[config.mk]
export PLATFORM = sky130hd
export DESIGN_NAME = uart_tx_fifo
export DESIGN_NICKNAME = d
export VERILOG_FILES = /design/src/rtl/uart_pkg.sv /design/src/rtl/fifo_mem.sv /design/src/rtl/uart_tx_fifo.sv
export SDC_FILE = /design/constraint.sdc
export NUM_CORES = 1
export LEC_CHECK = 0
export BUFFER_PORTS_ARGS = -buffer_cell sky130_fd_sc_hd__buf_2
export CORE_ASPECT_RATIO = 1.4
export CORE_MARGIN = 3
export CORE_UTILIZATION = 25
export DETAILED_ROUTE_END_ITERATION = 7
export PLACE_DENSITY_LB_ADDON = 0.1
export SLEW_MARGIN = 40
export SYNTH_ARGS = -nofsm -noshare
export SYNTH_HDL_FRONTEND = slang
export SYNTH_HIERARCHICAL = 1
export SYNTH_SLANG_ARGS = --single-unit
export TNS_END_PERCENT = 20
[constraint.sdc]
create_clock -name PCLK -period 3 [get_ports PCLK]
set_input_delay 0.3 -clock PCLK [delete_from_list [all_inputs] [get_ports PCLK]]
set_output_delay 0.3 -clock PCLK [all_outputs]
set_load 0.05 [all_outputs]
[src/rtl/uart_pkg.sv]
// Constants shared by the APB register block and the UART transmit FIFO.
package uart_pkg;
    localparam int UART_DATA_WIDTH  = 16;
    localparam int TX_FIFO_DEPTH    = 16;
    localparam int TX_FIFO_AW       = 4;
    localparam int TX_FIFO_AF_LEVEL = 14;
endpackage

[src/rtl/fifo_mem.sv]
// Simple dual-port register array: synchronous write, registered synchronous read.
import uart_pkg::*;

module fifo_mem #(
    parameter int DATA_WIDTH = UART_DATA_WIDTH,
    parameter int ADDR_WIDTH = TX_FIFO_AW
) (
    input  logic                  clk,
    input  logic                  rst,
    input  logic                  we,
    input  logic [ADDR_WIDTH-1:0] waddr,
    input  logic [DATA_WIDTH-1:0] wdata,
    input  logic                  re,
    input  logic [ADDR_WIDTH-1:0] raddr,
    output logic [DATA_WIDTH-1:0] rdata
);
    logic [DATA_WIDTH-1:0] mem [2**ADDR_WIDTH];

    always_ff @(posedge clk) begin
        if (we) begin
            mem[waddr] <= wdata;
        end
    end

    // Only the output register is reset; array contents survive reset.
    always_ff @(posedge clk or posedge rst) begin
        if (rst) begin
            rdata <= '0;
        end else if (re) begin
            rdata <= mem[raddr];
        end
    end
endmodule

[src/rtl/uart_tx_fifo.sv]
// UART transmit FIFO: wrap-bit pointers, registered status flags, sticky overflow.
import uart_pkg::*;

module uart_tx_fifo #(
    parameter int DATA_WIDTH = UART_DATA_WIDTH,
    parameter int DEPTH      = TX_FIFO_DEPTH,
    parameter int ADDR_WIDTH = TX_FIFO_AW,
    parameter int AF_LEVEL   = TX_FIFO_AF_LEVEL
) (
    input  logic                  PCLK,
    input  logic                  PRESET,
    input  logic                  wr_en,
    input  logic [DATA_WIDTH-1:0] din,
    input  logic                  rd_en,
    input  logic                  ovf_clr,
    output logic [DATA_WIDTH-1:0] dout,
    output logic                  full,
    output logic                  empty,
    output logic                  almost_full,
    output logic [ADDR_WIDTH:0]   data_count,
    output logic                  overflow
);
    localparam logic [ADDR_WIDTH:0] AF_THRESH = AF_LEVEL[ADDR_WIDTH:0];

    logic [ADDR_WIDTH:0] wr_ptr_reg, wr_ptr_next;
    logic [ADDR_WIDTH:0] rd_ptr_reg, rd_ptr_next;
    logic [ADDR_WIDTH:0] count_reg, count_next;
    logic                full_reg, full_next;
    logic                empty_reg, empty_next;
    logic                af_reg, af_next;
    logic                ovf_reg, ovf_next;
    logic                push, pop;

    // Acceptance uses only registered flags, so there is no write-through or fall-through.
    assign push = wr_en && !full_reg;
    assign pop  = rd_en && !empty_reg;

    always_comb begin
        wr_ptr_next = wr_ptr_reg + {{ADDR_WIDTH{1'b0}}, push};
        rd_ptr_next = rd_ptr_reg + {{ADDR_WIDTH{1'b0}}, pop};
        count_next  = wr_ptr_next - rd_ptr_next;
        empty_next  = (wr_ptr_next == rd_ptr_next);
        full_next   = (wr_ptr_next[ADDR_WIDTH] != rd_ptr_next[ADDR_WIDTH]) &&
                      (wr_ptr_next[ADDR_WIDTH-1:0] == rd_ptr_next[ADDR_WIDTH-1:0]);
        af_next     = (count_next >= AF_THRESH);
        ovf_next    = ovf_reg;
        if (ovf_clr) begin
            ovf_next = 1'b0;
        end
        if (wr_en && full_reg) begin
            ovf_next = 1'b1;
        end
    end

    always_ff @(posedge PCLK or posedge PRESET) begin
        if (PRESET) begin
            wr_ptr_reg <= '0;
            rd_ptr_reg <= '0;
            count_reg  <= '0;
            full_reg   <= 1'b0;
            empty_reg  <= 1'b1;
            af_reg     <= 1'b0;
            ovf_reg    <= 1'b0;
        end else begin
            wr_ptr_reg <= wr_ptr_next;
            rd_ptr_reg <= rd_ptr_next;
            count_reg  <= count_next;
            full_reg   <= full_next;
            empty_reg  <= empty_next;
            af_reg     <= af_next;
            ovf_reg    <= ovf_next;
        end
    end

    fifo_mem #(
        .DATA_WIDTH(DATA_WIDTH),
        .ADDR_WIDTH(ADDR_WIDTH)
    ) u_mem (
        .clk  (PCLK),
        .rst  (PRESET),
        .we   (push),
        .waddr(wr_ptr_reg[ADDR_WIDTH-1:0]),
        .wdata(din),
        .re   (pop),
        .raddr(rd_ptr_reg[ADDR_WIDTH-1:0]),
        .rdata(dout)
    );

    assign full        = full_reg;
    assign empty       = empty_reg;
    assign almost_full = af_reg;
    assign data_count  = count_reg;
    assign overflow    = ovf_reg;
endmodule

# Word-level counts from Yosys, hierarchy flattened
# Memory sizes are Yosys's and may differ from the RTL's. A register that Yosys moved wholly into a read port is not among the register bits.
# Cells that the tools add are included.
# op_classes
add_sub_neg	3
n_lt_le_gt_ge	1
eq_ne	3
muxes	4
reduce_logical	7
# op_table
operator	count
5-bit by 1-bit adder with 5-bit output	2
5-bit == test	1
5-bit by 4-bit greater-or-equal comparator with 1-bit output, second input constant	1
5-bit subtractor	1
4-bit == test	1
1-bit logical AND	4
1-bit two-way mux	4
1-bit zero test	2
2-bit nonzero test	1
1-bit != test	1
# word_totals
regBits	19
ramBits	256
in_bits	21
output_inout_bits	25
wordCells	26
memories	1
# mem_list
memory	words	width	rd	rd_ports_with_merged_regs	write_ports	line_no	rtl
u_mem.mem	16	16	1	1	1	fifo_mem.sv:17	logic [DATA_WIDTH-1:0] mem [2**ADDR_WIDTH];

# Logic depth before layout (Yosys ltp)
# Gate-level depths: netlist of the first run.
# logic_depth
depth_word	5
mapped_depth	11

# Cells and area by module
# The synthesis of the first run kept the hierarchy.
# by_module_without_submodules
mod	n_inst	cells_per_inst	area_per_inst_um2	seq_area_each_um2
fifo_mem	1	453	10467.5	8087.8
uart_tx_fifo	1	91	985.9	476.7

# Worst setup path before layout of the first run
# No wires, ideal clock.
# synth_path
kind	reg2reg
from	reg full_reg (netlist: full)
to	mem u_mem/mem[0][0] (netlist bit), enable pin
t_arrival_ps	2507
setup_slack_ps	84
path_stages_with_launch	4
path_buffers	0
period_less_slack_ps	2916
cell_sequence	dfrtp_1 nor2b_1 or3b_2 nor3_1
# synth_via
elab_chain_cells	4
# synth_lines
element	line_no	rtl
start, declared	uart_tx_fifo.sv:28	logic full_reg, full_next;
start signal, assigned	uart_tx_fifo.sv:68	full_reg <= full_next;
1-bit zero test	uart_tx_fifo.sv:35	assign push = wr_en && !full_reg;
1-bit logical AND	uart_tx_fifo.sv:35	
via push	uart_tx_fifo.sv:32	logic push, pop;
1-bit two-way mux	fifo_mem.sv:20	if (we) begin
1-bit two-way mux (not written as such)	fifo_mem.sv:21	mem[waddr] <= wdata;
end, declared	fifo_mem.sv:17	
# The timed path passes the listed nets, and every way through them passes these cells.

# Worst setup path after layout of the first run
# layout_path
from	reg full_reg (netlist: full)
to	reg af_reg (netlist: almost_full)
# layout_via
elab_chain_cells	5
# layout_lines
element	line_no	rtl
1-bit zero test	uart_tx_fifo.sv:35	
1-bit logical AND	uart_tx_fifo.sv:35	
via push	uart_tx_fifo.sv:32	
5-bit by 1-bit adder with 5-bit output	uart_tx_fifo.sv:39	wr_ptr_next = wr_ptr_reg + {{ADDR_WIDTH{1'b0}}, push};
via wr_ptr_next[1]	uart_tx_fifo.sv:25	logic [ADDR_WIDTH:0] wr_ptr_reg, wr_ptr_next;
5-bit subtractor	uart_tx_fifo.sv:41	count_next = wr_ptr_next - rd_ptr_next;
5-bit by 4-bit greater-or-equal comparator with 1-bit output	uart_tx_fifo.sv:45	af_next = (count_next >= AF_THRESH);
via af_next	uart_tx_fifo.sv:30	logic af_reg, af_next;
end signal, assigned	uart_tx_fifo.sv:70	af_reg <= af_next;
end, declared	uart_tx_fifo.sv:30	
# The timed path passes the listed nets, and every way through them passes these cells.
# A chain may end at the register's enable or synchronous reset.

==> results.md, run 1 <==
* Status: complete, no violations
* Post-synth top flop: edfxtp_1
* Synth top area cells: edfxtp_1 (67%), mux4_2 (11%), dfrtp_1 (7.4%)
* ANT nets after route at 0
* Number of antenna diodes at 0
* Synthesized area per cell at about 21 um2
* Synthesized Nets at ~570
* Number of flip-flops in the largest register at approximately 260
* Cell Rows at 92
* Vias in the first global route at between 6k and 7k
* Top delay family on crit path: adder cells
* Fill cells at around 4.5k
* Largest net degree at the start of global routing at 50
* Post-synth top area share at 0.671
* Startpoint types: flip-flop
* Crit share post-route at 0.855
* Max-cap violations at 0
* Delay of the slowest critical-path stage at between 0.3 and 0.4 ns
* Setup TNS at 0 ns
* Synthesized area at 0.0115 mm2
* Setup Buffers After CTS at 0
* Setup Viol. Count Final at 0
* Maximum VDD drop at 0.000745 V
* Routed WL per cell at around 23 um
* Starting density of the core at 0.254
* Unique cell type count in the Yosys netlist at 50
* NumNets Final at approximately 660
* Initial DRC count at between 200 and 300
* Post-Route WL at 29.0 mm
* Hold Path Cell Cnt at 1
* Register area share after synthesis at 0.748
* Root Driver: clkbuf_16
* Fin. max-slew vios at 0
* CP max stage cell: dfrtp_1
* # IOs at between 40 and 50
* Period minus WS final at about 2.6 ns
* EDFF count, synth at between 200 and 300
* Crit path kind: flip-flop to flip-flop
* Data required, critical path at 3.42 ns
* Sinks on Clock Net at approximately 290
* Die Width at ~190 um
* Port buffer count at between 40 and 50
* Critical path buffer and inverter count at 2
* Register area at ~0.0086 mm2
* Uppermost layer routed: met4
* Synth area leader: edfxtp_1
* Die ar. at ~0.048 mm2
* Clock buffer depth at 3
* Tot GR Track Use at 0.121
* Metal2 WL at between 15 and 20 mm
* CTS tree: done
* R2R depth at 10
* Drt first pass iters at 4
* CORE AREA at between 0.04 and 0.05 mm2
* DR vias/cell at approximately 4.3
* Clk_skew at ~0.012 ns
* Synthesis-stage register bit count at between 200 and 300
* RD Place Congestion at about 0.74
* Final hold vios at 0
* Cells along the critical path: nor2b_1, ha_1, ha_1, inv_1, fa_1, inv_1, maj3_1, a21oi_1, or3_1, o211ai_1
* Residual DRC at 0
* Worst Setup End Kind: flip-flop
* Clk Latency, worst-skew pair at 0.56 ns
* Met3 Routed Length at roughly 1.1 mm
* LEAKAGE at between 4 and 5 nW
* Layout area overhead at 18.5%
* Total global routing overflow at 0
* Multi-input gate area at 0.00266 mm2
* Critical Path AT at roughly 3.0 ns
* Critical Path Stages at 10
* Cells after Synth at 544
* Worst-Margin Slew at 0.684 ns
* Yosys warnings at 6
* Met1 WL at between 10 and 15 mm
* H-tree lvl count at 1
* Initial antenna violation count at 0
* Largest registers: u_mem/mem x256, u_mem/rdata x16
* Total power at ~0.014 W
* Slew headroom at 0.541
* Fmax at a little under 400 MHz
* First-pass GRT wire length at between 40 and 50 mm
* Pwr/cell area at 1020 mW/mm2
* Detailed placement HPWL at 17.6 mm
* CP max FO at 6
* Vias at about 5.4k
* Worst hold path class: input port to flip-flop
* RSZ-0062 raised after global routing: false
* Ys async rst share at 0.120
* TritonCTS Buffers at 30
* Chip Height at ~260 um
* Worst-path clk slew at approximately 0.06 ns
* Layout cells sized above 1 at 0.337
* Biggest register: u_mem/mem
## placed cells by master (no fill, tap or decap), types with 4 or more instances in the layout
cell,count
o22ai_1,15
nor2_2,12
xnor2_1,7
nor3_2,4
mux4_1,9
mux2i_1,17
dfrtp_1,31
clkbuf_8,9
nand3_1,4
nand2b_1,4
inv_1,14
mux4_2,55
nor2_1,21
buf_4,28
nand2_1,7
clkbuf_16,31
edfxtp_1,256
a221oi_2,14
ha_1,5
buf_2,45
clkbuf_1,10
## what timing repair did
item	CTS	global route
hold buffers	3	0
hold endpoints to repair	35	0
gates resized for setup	0	0
## cell type report
class / instances / share of cell area
sequential: 291 / 0.632
multi-input combinational: 210 / 0.196
clock buffer: 50 / 0.0690
inverter: 16 / 0.00442
tap: 611 / 0.0563
clock inverter: 6 / 0.00433
timing repair buffer: 79 / 0.0387
## routing by layer
metal,track usage,up-vias
li1,-,2404
met1,0.153,2911
met2,0.218,95
met3,0.0190,35
met4,0.0313,0
met5,0,-
## worst register-to-register path, cell delays in order, from the launching register on
cell      delay, ns
dfrtp_1        0.39
nor2b_1        0.30
ha_1           0.32
ha_1           0.32
inv_1          0.10
fa_1           0.21
inv_1          0.06
maj3_1         0.34
a21oi_1        0.15
or3_1          0.15
o211ai_1       0.09
## through the flow
stage	hold WS, ns	setup slack [ns]	util	area [um2]	cells
after floorplan	0.214	0.0840	-	11500	544
after global placement	0.494	0.506	0.278	12500	1204
after detailed placement	0.375	0.424	0.278	12600	1204
after CTS	0.0922	0.435	0.301	13600	1263
after global routing	0.108	0.232	0.301	13600	1263
final	0.116	0.435	0.301	13600	1263
## cells by family (layout without fill, tap and decap cells)
group | count (synthesis) | count (layout) | synth area share
adder cells (fa/ha/maj) | 7 | 7 | 0.00808
buffers and inverters | 43 | 151 | 0.0247
AND/OR/NAND/NOR | 67 | 67 | 0.0284
multiplexers | 81 | 81 | 0.144
XOR/XNOR | 12 | 12 | 0.0111
flip-flops | 291 | 291 | 0.748
AO/OA/AOI/OAI | 43 | 43 | 0.0363
## synthesized netlist by cell type, types with 5 or more instances
| cell type | number |
|---|---|
| edfxtp_1 | 256 |
| mux4_2 | 55 |
| dfrtp_1 | 34 |
| nor2_1 | 33 |
| mux2i_1 | 17 |
| inv_1 | 16 |
| o22ai_1 | 15 |
| a221oi_2 | 14 |
| mux4_1 | 9 |
| nand2_1 | 7 |
| xnor2_1 | 7 |
| buf_2 | 6 |
| buf_6 | 5 |
| clkbuf_1 | 5 |
| ha_1 | 5 |
## final timing paths
check	startpoint	endpoint	slack [ns]
max	full$_DFF_PP0_	almost_full$_DFF_PP0_	0.44
min	din[13]	u_mem/mem[10][13]$_DFFE_PP_	0.12
max reg2reg	full$_DFF_PP0_	almost_full$_DFF_PP0_	0.44
min reg2reg	wr_ptr_reg[4]$_DFF_PP0_	wr_ptr_reg[4]$_DFF_PP0_	0.51
max in group asynchronous	PRESET	rd_ptr_reg[2]$_DFF_PP0_	2.29
min in group asynchronous	PRESET	u_mem/rdata[2]$_DFFE_PP0P_	0.33
## power by group
part	internal [W]	switching (W)
clock network	0.00220	0.00150
logic	0.00181	0.00275
registers	0.00507	0.000473
total	0.00909	0.00472
Note: power is estimated with default switching activity, not from simulation.
==> run 2, diff against run 1 <==
==> constraint.sdc (replaced) <==
create_clock -name PCLK -period 2.6 [get_ports PCLK]
set_input_delay 0.26 -clock PCLK [delete_from_list [all_inputs] [get_ports PCLK]]
set_output_delay 0.26 -clock PCLK [all_outputs]
set_load 0.05 [all_outputs]
==> run 2 against run 1 <==
Register-to-register slack got worse by 0.20 ns. Hold slack lost 0.036 ns. Wire length is 0.31% lower. Design area fell by 0.42%. Setup slack got worse by 0.20 ns. Global-route usage fell by 0.085 points. Maximum frequency rose by 8.4%. Die area unchanged. Combinational power up 19%. First-iteration DRC count is 23% higher. Clock skew down 0.0041 ns. Critical endpoint unchanged.
==> results.md, run 2 (same netlist as run 1, synthesis figures left out) <==
* Status: complete, no violations (unchanged)
* Setup Viol. Count Final at 0 (unchanged)
* Vias in the first global route at 6198 (was 6203)
* Die ar. at 0.0485 mm2 (unchanged)
* Fin Hold WS at 0.0802 ns (was 0.116 ns)
* Max-cap violations at 0 (unchanged)
* Placed cell area at 0.0126 mm2 (about the same)
* Crit path kind: flip-flop to flip-flop (unchanged)
* CP max FO at 3 (was 6)
* Total global routing overflow at 0 (unchanged)
* Final core utilization at 0.300 (was 0.301)
* Number of flip-flops in the largest register at 256 (unchanged)
* Hold buffer count at cts at 3 (unchanged)
* Clock buffer depth at 3 (unchanged)
* Worst hold path class: input port to flip-flop (unchanged)
* # IOs at 46 (unchanged)
* Pwr/cell area at 1170 mW/mm2 (was 1020 mW/mm2)
* Data required, critical path at 3.07 ns (was 3.42 ns)
* LEAKAGE at 4.48 nW (was 4.52 nW)
* Crit share post-route at 0.910 (was 0.855)
* FF-to-FF setup slack at 0.23 ns (was 0.44 ns)
* Layout area overhead at 18.0% (was 18.5%)
* Number of antenna diodes at 0 (unchanged)
* CORE AREA at 0.0451 mm2 (unchanged)
* HP Start: din[14] (was din[13])
* Setup TNS at 0 ns (unchanged)
* Slew headroom at 0.535 (was 0.541)
* H-tree lvl count at 1 (unchanged)
* Routed WL per cell at 22.9 um (about the same)
* Maximum VDD drop at 0.000669 V (was 0.000745 V)
* Hold Path End: u_mem/mem[7][14]$_DFFE_PP_ (was u_mem/mem[10][13]$_DFFE_PP_)
* DR vias/cell at 4.35 (was 4.31)
* NumNets Final at 654 (was 655)
* Startpoint types: flip-flop (unchanged)
* Post-Route WL at 28.9 mm (was 29.0 mm)
* Chip Height at 259 um (unchanged)
* Sinks on Clock Net at 291 (unchanged)
* Initial antenna violation count at 0 (unchanged)
* Root Driver: clkbuf_16 (unchanged)
* Fin area at 0.0135 mm2 (was 0.0136 mm2)
* RD Place Congestion at 0.732 (was 0.742)
* Most frequent cells in the layout: edfxtp_1 (256), mux4_2 (55), buf_2 (45) (unchanged)
* Starting density of the core at 0.254 (unchanged)
* Period minus WS final at 2.37 ns (was 2.56 ns)
* First-pass GRT wire length at 42.8 mm (was 43.2 mm)
* Drt first pass iters at 4 (unchanged)
* Final hold vios at 0 (unchanged)
* Fin. max-slew vios at 0 (unchanged)
* Fmax at 423 MHz (was 390 MHz)
* TritonCTS Buffers at 30 (unchanged)
* RSZ-0062 raised after global routing: false (unchanged)
* Tot GR Track Use at 0.121 (about the same)
* Worst Setup End Kind: flip-flop (unchanged)
* Biggest register: u_mem/mem (unchanged)
* Largest net degree at the start of global routing at 50 (unchanged)
* Critical R2R Capture: almost_full$_DFF_PP0_ (unchanged)
* Critical Path AT at 2.83 ns (was 2.98 ns)
* Cell Rows at 92 (unchanged)
* CTS tree: done (unchanged)
* Worst-path clk slew at 0.06 ns (about the same)
* Die Width at 187 um (unchanged)
* Initial DRC count at 357 (was 291)
* Detailed placement HPWL at 17.4 mm (was 17.6 mm)
* Layout cells sized above 1 at 0.329 (was 0.337)
* Vias at 5480 (was 5445)
* # resized after CTS at 0 (unchanged)
* Residual DRC at 0 (unchanged)
* Port buffer count at 45 (unchanged)
* Most common cell after layout, fill and taps aside: edfxtp_1 (unchanged)
* Clk_skew at 0.00755 ns (was 0.0117 ns)
* Worst-Margin Slew at 0.693 ns (was 0.684 ns)
* R2R depth at 11 (was 10)
* Reg-to-Reg Start: empty$_DFF_PP1_ (was full$_DFF_PP0_)
* Largest registers: u_mem/mem x256, u_mem/rdata x16 (unchanged)
* ANT nets after route at 0 (unchanged)
* Clk Latency, worst-skew pair at 0.56 ns (about the same)
* Hold Path Cell Cnt at 1 (unchanged)
* Setup Buffers After CTS at 0 (unchanged)
run 2: changes by cell type in the layout (fill, tap and decap cells not counted), sizes merged:
cell    before  now
clkbuf      50   32
buf         76   75
bufinv       1    2
clkinv       4   18
run 2: area by class of cell:
class	count	area, um2
well taps	611	764
multi-input cells	210	2660
flip-flops and latches	291	8580
clock inverters	21	148
clock buffers	32	779
repair buffers	78	531
fillers	4485	31600
inverters	16	60.1
run 2: worst max-delay path by stage:
stage                    start                    endpoint  slack (ns)
2_1_floorplan   full$_DFF_PP0_  u_mem/mem[12][0]$_DFFE_PP_        0.01
3_3_place_gp   empty$_DFF_PP1_       almost_full$_DFF_PP0_        0.24
3_5_place_dp   empty$_DFF_PP1_       almost_full$_DFF_PP0_        0.24
4_1_cts        empty$_DFF_PP1_       almost_full$_DFF_PP0_        0.22
5_1_grt        empty$_DFF_PP1_       almost_full$_DFF_PP0_        0.07
6_report       empty$_DFF_PP1_       almost_full$_DFF_PP0_        0.23
run 2: per-layer routing:
metal / share of wire / track usage / up-vias
met5: 0 / 0 / -
met4: 0.024 / 0.0374 / 0
met3: 0.052 / 0.0203 / 45
met2: 0.51 / 0.215 / 134
met1: 0.41 / 0.150 / 2906
li1: - / - / 2395
run 2: worst max-delay path: stages, from the launching register on:
cell and delay (ns):
dfstp_2 0.54, nand2b_1 0.12, inv_1 0.05, nand2_1 0.09, xor2_1 0.20, inv_1 0.10
fa_1 0.46, inv_1 0.08, maj3_1 0.15, a21oi_1 0.05, or3_1 0.34, o211ai_1 0.11
run 2: stage by stage:
| step | cells | setup slack (ns) | power (W) |
|---|---|---|---|
| global route | 1259 | 0.0740 | 0.0167 |
| global placement | 1203 | 0.245 | 0.0119 |
| finish | 1259 | 0.235 | 0.0158 |
| CTS | 1259 | 0.222 | 0.0162 |
| floorplan | 544 | 0.0124 | 0.0102 |
| detailed placement | 1203 | 0.241 | 0.0120 |
run 2: where the power goes:
group          total [W]  leakage [nW]  switching [W]  internal [W]
logic            0.00541          1.33        0.00330       0.00211
registers        0.00632          2.71       0.000466       0.00586
clock network    0.00408         0.448        0.00174       0.00234
total             0.0158          4.48        0.00551        0.0103
==> run 3, diff against run 2 <==
--- a/config.mk
+++ b/config.mk
@@ -10,6 +10,7 @@
 export CORE_MARGIN = 3
 export CORE_UTILIZATION = 25
 export DETAILED_ROUTE_END_ITERATION = 7
+export GPL_TIMING_DRIVEN = 0
 export PLACE_DENSITY_LB_ADDON = 0.1
 export SLEW_MARGIN = 40
 export SYNTH_ARGS = -nofsm -noshare
==> run 3 against run 2 <==
Via count increased by 0.18%. Die area is the same. Total power rose by 2.6%. Core utilization is 0.82 points higher. Register-to-register slack worse by 0.097 ns. Critical endpoint unchanged. Flip-flop and latch count did not move. Sequential share of layout area shrank 1.8 points. Combinational power grew 8.5%.
==> results.md, run 3 (same netlist as run 1, synthesis figures left out) <==
* CP max FO at 5 (was 3)
* Max-cap violations at 0 (unchanged)
* Tot GR Track Use at 0.119 (was 0.121)
* Crit path kind: flip-flop to flip-flop (unchanged)
* Post-Route WL at 28.6 mm (was 28.9 mm)
* Initial DRC count at 287 (was 357)
* Most frequent cells in the layout: edfxtp_1 (256), buf_2 (56), mux4_2 (55) (was edfxtp_1 (256), mux4_2 (55), buf_2 (45))
* Fill cells at 4466 (was 4485)
* DR vias/cell at 4.28 (was 4.35)
* Initial antenna violation count at 0 (unchanged)
* Routed WL per cell at 22.3 um (was 22.9 um)
* Worst-path clk slew at 0.06 ns (about the same)
* Fin area at 0.0139 mm2 (was 0.0135 mm2)
* Most common cell after layout, fill and taps aside: edfxtp_1 (unchanged)
* Fmax at 406 MHz (was 423 MHz)
* CP dominant cell by count: inv_1 (unchanged)
* Port buffer count at 45 (unchanged)
* Crit share post-route at 0.947 (was 0.910)
* Drt first pass iters at 4 (unchanged)
* RD Place Congestion at 0.803 (was 0.732)
* CTS tree: done (unchanged)
* Starting density of the core at 0.254 (unchanged)
* ANT nets after route at 0 (unchanged)
* Number of antenna diodes at 0 (unchanged)
* Status: complete, no violations (unchanged)
* Clk_skew at 0.0161 ns (was 0.00755 ns)
* LEAKAGE at 4.62 nW (was 4.48 nW)
* Detailed placement HPWL at 20.2 mm (was 17.4 mm)
* NumNets Final at 674 (was 654)
* Total global routing overflow at 0 (unchanged)
* Setup ws final at 0.138 ns (was 0.235 ns)
* Die ar. at 0.0485 mm2 (unchanged)
* # IOs at 46 (unchanged)
* Clock buffer depth at 3 (unchanged)
* Number of flip-flops in the largest register at 256 (unchanged)
* TritonCTS Buffers at 30 (unchanged)
* Fin Hold WS at 0.105 ns (was 0.0802 ns)
* Cell Rows at 92 (unchanged)
* Vias at 5490 (was 5480)
* Worst hold path class: input port to flip-flop (unchanged)
* Vias in the first global route at 6145 (was 6198)
* Final hold vios at 0 (unchanged)
* Residual DRC at 0 (unchanged)
* Worst Setup End Kind: flip-flop (unchanged)
* Fin. max-slew vios at 0 (unchanged)
* Slew headroom at 0.500 (was 0.535)
* Sinks on Clock Net at 291 (unchanged)
* Data required, critical path at 3.07 ns (about the same)
* Layout cells sized above 1 at 0.346 (was 0.329)
* Final core utilization at 0.308 (was 0.300)
* Setup Viol. Count Final at 0 (unchanged)
* RSZ-0062 raised after global routing: false (unchanged)
* Root Driver: clkbuf_16 (unchanged)
* Critical Path AT at 2.93 ns (was 2.83 ns)
* CORE AREA at 0.0451 mm2 (unchanged)
* Largest net degree at the start of global routing at 20 (was 50)
* Biggest register: u_mem/mem (unchanged)
* Pwr/cell area at 1170 mW/mm2 (about the same)
* Die Width at 187 um (unchanged)
* Total power at 0.0162 W (was 0.0158 W)
* Clk Latency, worst-skew pair at 0.55 ns (was 0.56 ns)
* H-tree lvl count at 1 (unchanged)
* Worst-Margin Slew at 0.750 ns (was 0.693 ns)
* Place WS at -0.0321 ns (was 0.241 ns)
* Cells along the critical path: nand2b_2, inv_1, nand2_2, xor2_2, inv_1, fa_1, inv_1, maj3_1, a21oi_1, or3_1, o211ai_1 (was nand2b_1, inv_1, nand2_1, xor2_1, inv_1, fa_1, inv_1, maj3_1, a21oi_1, or3_1, o211ai_1)
* Delay of the slowest critical-path stage at 0.54 ns (about the same)
* Period minus WS final at 2.46 ns (was 2.37 ns)
* First-pass GRT wire length at 42.0 mm (was 42.8 mm)
* Largest registers: u_mem/mem x256, u_mem/rdata x16 (unchanged)
* Placed cell area at 0.0129 mm2 (was 0.0126 mm2)
* Startpoint types: flip-flop (unchanged)
* Maximum VDD drop at 0.000831 V (was 0.000669 V)
* CP max stage cell: dfstp_2 (unchanged)
* Chip Height at 259 um (unchanged)
* Layout area overhead at 21.3% (was 18.0%)
-- run 3: cell type report --
cell class                 instances  area, um2  area share
sequential                       291       8560       0.617
multi-input combinational        210       2750       0.198
clock buffer                      43        821      0.0591
tap                              611        764      0.0550
timing repair buffer              71        579      0.0417
buffer                            27        223      0.0160
clock inverter                    13        125     0.00901
inverter                          16       60.1     0.00432
-- run 3: final timing paths --
| check | slack [ns] | start | to | cells after the start |
|---|---|---|---|---|
| worst max-delay path | 0.14 | empty$_DFF_PP1_ | almost_full$_DFF_PP0_ | 11 |
| worst min-delay path | 0.11 | din[7] | u_mem/mem[12][7]$_DFFE_PP_ | 1 |
| worst max register to register | 0.14 | empty$_DFF_PP1_ | almost_full$_DFF_PP0_ | 11 |
| worst min register to register | 0.50 | wr_ptr_reg[4]$_DFF_PP0_ | wr_ptr_reg[4]$_DFF_PP0_ | 1 |
| max in group asynchronous | 1.79 | PRESET | u_mem/rdata[8]$_DFFE_PP0P_ | 3 |
| min in group asynchronous | 0.31 | PRESET | data_count[4]$_DFF_PP0_ | 3 |
-- run 3: critical path, delay by kind of cell, from the launching register on --
kind | cells | cell delay (ns)
AND/OR/NAND/NOR | 3 | 0.64
adder cells (fa/ha/maj) | 2 | 0.62
flip-flops | 1 | 0.54
buffers and inverters | 3 | 0.27
XOR/XNOR | 1 | 0.16
AO/OA/AOI/OAI | 2 | 0.15
-- run 3: layer usage --
layer	GRT usage	vias up	share of wire
met4	0.0361	0	0.025
li1	-	2445	-
met2	0.229	113	0.55
met5	0	-	0
met1	0.133	2901	0.38
met3	0.0224	31	0.046
-- run 3: report_power, final --
part | switching [W] | internal [W] | total (W)
Clock | 0.00173 | 0.00239 | 0.00413
Sequential | 0.000384 | 0.00584 | 0.00622
Combinational | 0.00355 | 0.00232 | 0.00587
Total | 0.00567 | 0.0106 | 0.0162
-- run 3: what timing repair did --
| action | CTS | global route |
|---|---|---|
| resized for setup | 2 | 6 |
| cloned | 0 | 0 |
| hold buffers | 3 | 0 |
| hold endpoints to repair | 35 | 0 |
| endpoints found under the setup margin | 1 | 2 |
| buffers inserted | 0 | 0 |
-- run 3: metrics by stage --
stage | cells | TNS, ns
global placement | 1200 | -137.47
floorplan | 544 | 0
global route | 1282 | 0
finish | 1282 | 0
detailed placement | 1223 | -0.0321
CTS | 1282 | 0
